===== src/rtl/ingress_dequeue_if.sv =====
// Port bundle between the VOQ read engine and its neighbours: scheduler, VMU,
// data memory, CMU free list and crossbar.
interface ingress_dequeue_if #(
  parameter int ADDR_W     = 10,
  parameter int DATA_WIDTH = 32,
  parameter int EGRESS_CNT = 4
);
  localparam int SEL_W = (EGRESS_CNT > 1) ? $clog2(EGRESS_CNT) : 1;

  logic                  sched_en;
  logic [SEL_W-1:0]      sched_sel;
  logic                  sched_done;
  logic                  sched_empty;
  logic                  voq_dequeue_en;
  logic [SEL_W-1:0]      voq_dequeue_sel;
  logic [ADDR_W-1:0]     meta_out;
  logic [EGRESS_CNT-1:0] is_empty;
  logic [ADDR_W+2:0]     d_ra;
  logic [DATA_WIDTH-1:0] d_q;
  logic                  free_en;
  logic [ADDR_W-1:0]     free_addr;
  logic [ADDR_W-1:0]     next_free_addr;
  logic [DATA_WIDTH-1:0] packet_out;
  logic                  packet_out_en;
  logic                  packet_out_sop;
  logic                  packet_out_eop;

  modport master (
    input  sched_en, sched_sel, meta_out, is_empty, d_q, next_free_addr,
    output sched_done, sched_empty, voq_dequeue_en, voq_dequeue_sel, d_ra,
           free_en, free_addr, packet_out, packet_out_en, packet_out_sop,
           packet_out_eop
  );

  modport slave (
    output sched_en, sched_sel, meta_out, is_empty, d_q, next_free_addr,
    input  sched_done, sched_empty, voq_dequeue_en, voq_dequeue_sel, d_ra,
           free_en, free_addr, packet_out, packet_out_en, packet_out_sop,
           packet_out_eop
  );
endinterface


===== src/rtl/ingress_dequeue.sv =====
// VOQ read engine: dequeues a packet head on grant, walks its block chain in
// dmem, streams words with sop/eop and frees each block as it is consumed.
//
// state | meaning
// IDLE  | wait for a grant; refuse it with sched_empty if the VOQ is empty
// DEQ   | one-cycle dequeue strobe to the VMU
// LATCH | capture the head block address from meta_out
// READ  | one dmem issue per cycle; header length latched on the 2nd cycle
// DRAIN | last word leaves with eop and sched_done
module ingress_dequeue #(
  parameter int ADDR_W     = 10,
  parameter int DATA_WIDTH = 32,
  parameter int EGRESS_CNT = 4
)(
  input  logic              clk,
  input  logic              reset_n,
  ingress_dequeue_if.master bus
);
  localparam int SEL_W = (EGRESS_CNT > 1) ? $clog2(EGRESS_CNT) : 1;

  localparam logic [2:0] S_IDLE  = 3'd0;
  localparam logic [2:0] S_DEQ   = 3'd1;
  localparam logic [2:0] S_LATCH = 3'd2;
  localparam logic [2:0] S_READ  = 3'd3;
  localparam logic [2:0] S_DRAIN = 3'd4;

  logic [2:0]        r_state;
  logic [SEL_W-1:0]  r_sel;
  logic [ADDR_W-1:0] r_cur_blk;
  logic [2:0]        r_offset;
  logic [5:0]        r_issued;
  logic [5:0]        r_len;
  logic              r_out_en;
  logic              r_sop;
  logic              r_eop;
  logic              r_empty;

  logic [5:0]        w_hdr_len;
  logic [5:0]        w_len;
  logic              w_read;
  logic              w_last;
  logic              w_cross;

  // Short headers are padded to 3 words so the length is known before it matters.
  assign w_hdr_len = (bus.d_q[26:21] < 6'd3) ? 6'd3 : bus.d_q[26:21];
  assign w_len     = (r_issued == 6'd1) ? w_hdr_len : r_len;
  assign w_read    = (r_state == S_READ);
  assign w_last    = w_read && (r_issued == (w_len - 6'd1));
  assign w_cross   = w_read && (r_offset == 3'd7) && !w_last;

  always_ff @(posedge clk or negedge reset_n) begin
    if (!reset_n) begin
      r_state   <= S_IDLE;
      r_sel     <= '0;
      r_cur_blk <= '0;
      r_offset  <= '0;
      r_issued  <= '0;
      r_len     <= '0;
      r_out_en  <= 1'b0;
      r_sop     <= 1'b0;
      r_eop     <= 1'b0;
      r_empty   <= 1'b0;
    end else begin
      r_empty  <= 1'b0;
      r_out_en <= w_read;
      r_sop    <= w_read && (r_issued == 6'd0);
      r_eop    <= w_last;
      case (r_state)
        S_IDLE: begin
          if (bus.sched_en) begin
            if (bus.is_empty[bus.sched_sel]) begin
              r_empty <= 1'b1;
            end else begin
              r_sel   <= bus.sched_sel;
              r_state <= S_DEQ;
            end
          end
        end
        S_DEQ: r_state <= S_LATCH;
        S_LATCH: begin
          r_cur_blk <= bus.meta_out;
          r_offset  <= '0;
          r_issued  <= '0;
          r_state   <= S_READ;
        end
        S_READ: begin
          r_offset <= r_offset + 3'd1;
          r_issued <= r_issued + 6'd1;
          if (r_issued == 6'd1) r_len <= w_hdr_len;
          // Next block comes only from the CMU chain; offset never carries.
          if (w_cross) r_cur_blk <= bus.next_free_addr;
          if (w_last) r_state <= S_DRAIN;
        end
        S_DRAIN: r_state <= S_IDLE;
        default: r_state <= S_IDLE;
      endcase
    end
  end

  assign bus.sched_done      = (r_state == S_DRAIN);
  assign bus.sched_empty     = r_empty;
  assign bus.voq_dequeue_en  = (r_state == S_DEQ);
  assign bus.voq_dequeue_sel = (r_state == S_DEQ) ? r_sel : '0;
  assign bus.d_ra            = w_read ? {r_cur_blk, r_offset} : '0;
  assign bus.free_en         = w_read && ((r_offset == 3'd7) || w_last);
  assign bus.free_addr       = bus.free_en ? r_cur_blk : '0;
  assign bus.packet_out      = r_out_en ? bus.d_q : '0;
  assign bus.packet_out_en   = r_out_en;
  assign bus.packet_out_sop  = r_out_en && r_sop;
  assign bus.packet_out_eop  = r_out_en && r_eop;
endmodule


===== src/flat_wrapper.sv =====
// flat-port wrapper written by rule: the top's interface ports become plain ports
module ingress_dequeue_flat 
#(
  parameter int ADDR_W     = 10,
  parameter int DATA_WIDTH = 32,
  parameter int EGRESS_CNT = 4
)
  (clk, reset_n, bus_sched_en, bus_sched_sel, bus_meta_out, bus_is_empty, bus_d_q, bus_next_free_addr, bus_sched_done, bus_sched_empty, bus_voq_dequeue_en, bus_voq_dequeue_sel, bus_d_ra, bus_free_en, bus_free_addr, bus_packet_out, bus_packet_out_en, bus_packet_out_sop, bus_packet_out_eop);
  ingress_dequeue_if #(.ADDR_W(ADDR_W), .DATA_WIDTH(DATA_WIDTH), .EGRESS_CNT(EGRESS_CNT)) bus_i ();
  input  logic clk;
  input  logic reset_n;
  input wire logic [$bits(bus_i.sched_en)-1:0] bus_sched_en;
  input wire logic [$bits(bus_i.sched_sel)-1:0] bus_sched_sel;
  input wire logic [$bits(bus_i.meta_out)-1:0] bus_meta_out;
  input wire logic [$bits(bus_i.is_empty)-1:0] bus_is_empty;
  input wire logic [$bits(bus_i.d_q)-1:0] bus_d_q;
  input wire logic [$bits(bus_i.next_free_addr)-1:0] bus_next_free_addr;
  output wire logic [$bits(bus_i.sched_done)-1:0] bus_sched_done;
  output wire logic [$bits(bus_i.sched_empty)-1:0] bus_sched_empty;
  output wire logic [$bits(bus_i.voq_dequeue_en)-1:0] bus_voq_dequeue_en;
  output wire logic [$bits(bus_i.voq_dequeue_sel)-1:0] bus_voq_dequeue_sel;
  output wire logic [$bits(bus_i.d_ra)-1:0] bus_d_ra;
  output wire logic [$bits(bus_i.free_en)-1:0] bus_free_en;
  output wire logic [$bits(bus_i.free_addr)-1:0] bus_free_addr;
  output wire logic [$bits(bus_i.packet_out)-1:0] bus_packet_out;
  output wire logic [$bits(bus_i.packet_out_en)-1:0] bus_packet_out_en;
  output wire logic [$bits(bus_i.packet_out_sop)-1:0] bus_packet_out_sop;
  output wire logic [$bits(bus_i.packet_out_eop)-1:0] bus_packet_out_eop;
  assign bus_i.sched_en = bus_sched_en;
  assign bus_i.sched_sel = bus_sched_sel;
  assign bus_i.meta_out = bus_meta_out;
  assign bus_i.is_empty = bus_is_empty;
  assign bus_i.d_q = bus_d_q;
  assign bus_i.next_free_addr = bus_next_free_addr;
  assign bus_sched_done = bus_i.sched_done;
  assign bus_sched_empty = bus_i.sched_empty;
  assign bus_voq_dequeue_en = bus_i.voq_dequeue_en;
  assign bus_voq_dequeue_sel = bus_i.voq_dequeue_sel;
  assign bus_d_ra = bus_i.d_ra;
  assign bus_free_en = bus_i.free_en;
  assign bus_free_addr = bus_i.free_addr;
  assign bus_packet_out = bus_i.packet_out;
  assign bus_packet_out_en = bus_i.packet_out_en;
  assign bus_packet_out_sop = bus_i.packet_out_sop;
  assign bus_packet_out_eop = bus_i.packet_out_eop;
  ingress_dequeue #(.ADDR_W(ADDR_W), .DATA_WIDTH(DATA_WIDTH), .EGRESS_CNT(EGRESS_CNT)) u_core (.clk(clk), .reset_n(reset_n), .bus(bus_i));
endmodule

===== config.mk =====
export PLATFORM = sky130hd
export DESIGN_NAME = ingress_dequeue_flat
export DESIGN_NICKNAME = d
export VERILOG_FILES = /design/src/rtl/ingress_dequeue_if.sv /design/src/rtl/ingress_dequeue.sv /design/src/flat_wrapper.sv
export SDC_FILE = /design/constraint.sdc
export NUM_CORES = 1
export LEC_CHECK = 0
export CAP_MARGIN = 20
export CORE_MARGIN = 1
export CORE_UTILIZATION = 64
export DETAILED_ROUTE_END_ITERATION = 8
export DONT_BUFFER_PORTS = 1
export PLACE_DENSITY_LB_ADDON = 0.3
export SLEW_MARGIN = 5
export SYNTH_ARGS = -nofsm -noshare
export SYNTH_HDL_FRONTEND = slang
export SYNTH_SLANG_ARGS = --single-unit

===== constraint.sdc =====
create_clock -name clk -period 3.68 [get_ports clk]
set_input_delay 0.736 -clock clk [delete_from_list [all_inputs] [get_ports clk]]
set_output_delay 0.736 -clock clk [all_outputs]
set_load 0.03 [all_outputs]

==> results.yml <==
grt:
  first_global_vias: 2098
  antenna_found_initial: 0
  overflow: 0
  grt_usage_pct: 29.1
  grt_pass1_wl_mm: 9.47
  grt_max_degree: 36
sta:
  fmax_mhz: 274
  period_minus_slack_ns: 3.65
  slew_violations: 0
  worst_slew_pin_slew_ns: 0.878
  finalHoldViolCount: 0
  period_share_pct: 99.3
  setup_viol: 0
  worst_clock_skew_ns: 0.00743
  slew_headroom_pct: 41.5
logic_synthesis:
  synth.distinct_cells: 52
  async_flop_share_pct: 100
  synth_top_area_cell: "dfrtp_1"
  syn_avg_cell_area_um2: 9.37
  yosysWarnings: 0
  yosysSeqAreaShare_pct: 33.0
  syn-num-nets: 341
  synthCells: 275
  synth_top_area_share_pct: 33.0
  synth_edf_count: 0
  synth_ff_type: "dfrtp_1"
  netlist_area_mm2: 0.00258
  ys_top_cells_by_area: "dfrtp_1 (33%), and2_1 (11%), nor4b_4 (6.5%)"
  synth_seq_cells: 34
placement:
  dp_cells: 334
  numPortBuffers: 0
  place.gp.congestion: 0.932
  post-dp-hpwl_mm: 4.21
setup_path:
  cpPeakStageDelay_ns: 0.61
  r2r_slack_ns: 0.76
  cp_slowest_cell: "or4_4"
  crit_chain: "or4_4 > nor2_1 > a32oi_1 > a221oi_2 > o221ai_4 > a21oi_4 > and2_1 > buf_4"
  critPathLaunchType: "flip-flop"
  rr_endpoint: "u_core.r_cur_blk[6]$_DFFE_PN0P_"
  reg2reg_depth: 8
  required_ns: 2.94
  critical_path_arrival_ns: 2.92
  cp-end-kind: "primary output"
  crit_type: "flip-flop to primary output"
  worstPathMaxFanout: 6
  r2r_start: "u_core.r_issued[3]$_DFFE_PN0N_"
cells_and_area:
  layout.cells.most_common: "and2_1"
  layout_common_cells: "and2_1 (47), buf_4 (34), dfrtp_1 (31)"
  diodes: 0
  syn_to_final_growth_pct: 15.2
  nNetsFinal: 365
  final_cells: 348
  layout-drive-gt1-share_pct: 27.3
  fin_util_pct: 78.7
floorplan:
  core-area_mm2: 0.00377
  rows: 22
  die_area_mm2: 0.00428
  die-height_um: 65.4
  io_pins: 125
  initial_utilization_pct: 68.3
  die_w_um: 65.4
power_and_ir_drop:
  power_leakage_uw: 0.00132
  max-vdd-ir-drop_mv: 0.636
  power_density_mw_per_mm2: 1020
clocking:
  cts.clk_slew.worst_paths_ns: 0.07
  cts_made_buffers: 5
  numClockSinks: 34
  clk_latency_ns: 0.28
  clockBufferDepth: 2
  h-tree-depth: 2
  root_buffer: "clkbuf_8"
  cts_tree: "yes"
status:
  status: "finished clean"
routing:
  ant_nets: 0
  wl_mm: 6.11
  vias: 2212
  drtIter0Drc: 98
  via_per_inst: 6.36
  drt_pass1_iterations: 4
  avgRoutedWirePerCell_um: 17.6
  drcViolationCount: 0
job:
  maxCapViolations: 0
worst_hold_path:
  hp-class: "input pin to async pin"
## final cells by class
cell class	instances	area [um^2]
fill	230	805
clock inverter	1	5.00
tap	48	60.1
multi-input combinational	207	1630
timing repair buffer	35	275
clock buffer	7	86.3
inverter	16	60.1
sequential	34	855
## worst max-delay path by stage
stage / startpoint / endpoint / slack [ns] / cells past startpoint
6_report: u_core.r_issued[3]$_DFFE_PN0N_ / bus_free_addr[0] / 0.03 / 8
5_1_grt: u_core.r_issued[5]$_DFFE_PN0N_ / bus_free_addr[6] / -0.04 / 9
2_1_floorplan: bus_d_q[25] / bus_free_addr[0] / 0.13 / 8
3_5_place_dp: u_core.r_issued[1]$_DFFE_PN0N_ / bus_free_addr[4] / 0.09 / 10
3_3_place_gp: bus_d_q[25] / bus_free_addr[2] / 0.24 / 9
4_1_cts: u_core.r_issued[1]$_DFFE_PN0N_ / bus_free_addr[4] / 0.004 / 10
## sequential cells by signal (all words and copies together) (netlist names)
| name | count |
|---|---|
| u_core.r_sel | 2 |
| u_core.r_sop | 1 |
| u_core.r_len | 6 |
| u_core.r_cur_blk | 10 |
| u_core.r_offset | 3 |
| u_core.r_issued | 6 |
| u_core.r_eop | 1 |
| u_core.bus.sched_empty | 1 |
| u_core.bus.packet_out_en | 1 |
| u_core.r_state | 3 |
## logic make-up (layout without fill, tap and decap cells)
group | count (synthesis) | count (layout) | synth area share, %
AND/OR/NAND/NOR | 140 | 140 | 36.4
XOR/XNOR | 2 | 2 | 0.680
buffers and inverters | 35 | 59 | 6.36
AO/OA/AOI/OAI | 50 | 51 | 16.8
flip-flops | 34 | 34 | 33.0
adder cells (fa/ha/maj) | 5 | 5 | 2.43
multiplexers | 9 | 9 | 4.32
## report_power, final
| group | leakage [uW] | internal (uW) | switching (uW) |
|---|---|---|---|
| registers | 0.000401 | 540 | 177 |
| clock network | 0.0000482 | 151 | 131 |
| logic | 0.000867 | 786 | 1230 |
## what timing repair did
item,CTS,global route
pin swaps,1,4
setup endpoints to repair,11,11
gates cloned,0,1
buffers inserted,0,5
gates resized for setup,2,9
hold buffers,0,0
## per-layer routing
metal / GRT usage, % / share of wire [%]
met2: 54.4 / 51
met5: 0 / 0
met4: 9.78 / 2.2
met3: 6.42 / 7.4
met1: 31.9 / 39
## cell usage after synthesis (2+ instances only)
cell type,instances
nand2_1,24
nor2_1,20
mux2_2,7
and2_1,47
nor4b_1,5
buf_6,3
and3_1,3
a311oi_2,6
a311oi_1,4
inv_1,16
nor4b_4,7
nand3_1,7
buf_2,5
ha_1,5
a21oi_1,4
xnor2_1,2
o22ai_1,10
dfrtp_1,34
o21ai_0,10
o31ai_1,3
or3_1,3
clkbuf_1,9
and4b_1,2
nor4_2,2
nand2b_1,3
nor3_1,5
nor2b_1,4
## worst max-delay path, delay by kind of cell, from the launching register on
kind,cells,cell delay [ns]
AOI/OAI and AO/OA,4,1.03
and+or+nand+nor,3,1.02
DFF,1,0.44
buffers and inverters,1,0.15
## per-stage QoR
stage               power (uW)  hold slack, ns  instance area (um^2)  setup TNS [ns]  setup slack, ns
floorplan                 2170           0.440                  2580               0            0.127
global placement          2540           0.441                  2760               0            0.243
detailed placement        2590           0.441                  2760               0           0.0921
CTS                       2890           0.138                  2860               0          0.00449
global route              3210           0.123                  2970          -0.187          -0.0368
finish                    3010           0.147                  2970               0           0.0273
(Power assumes the default switching activity.)
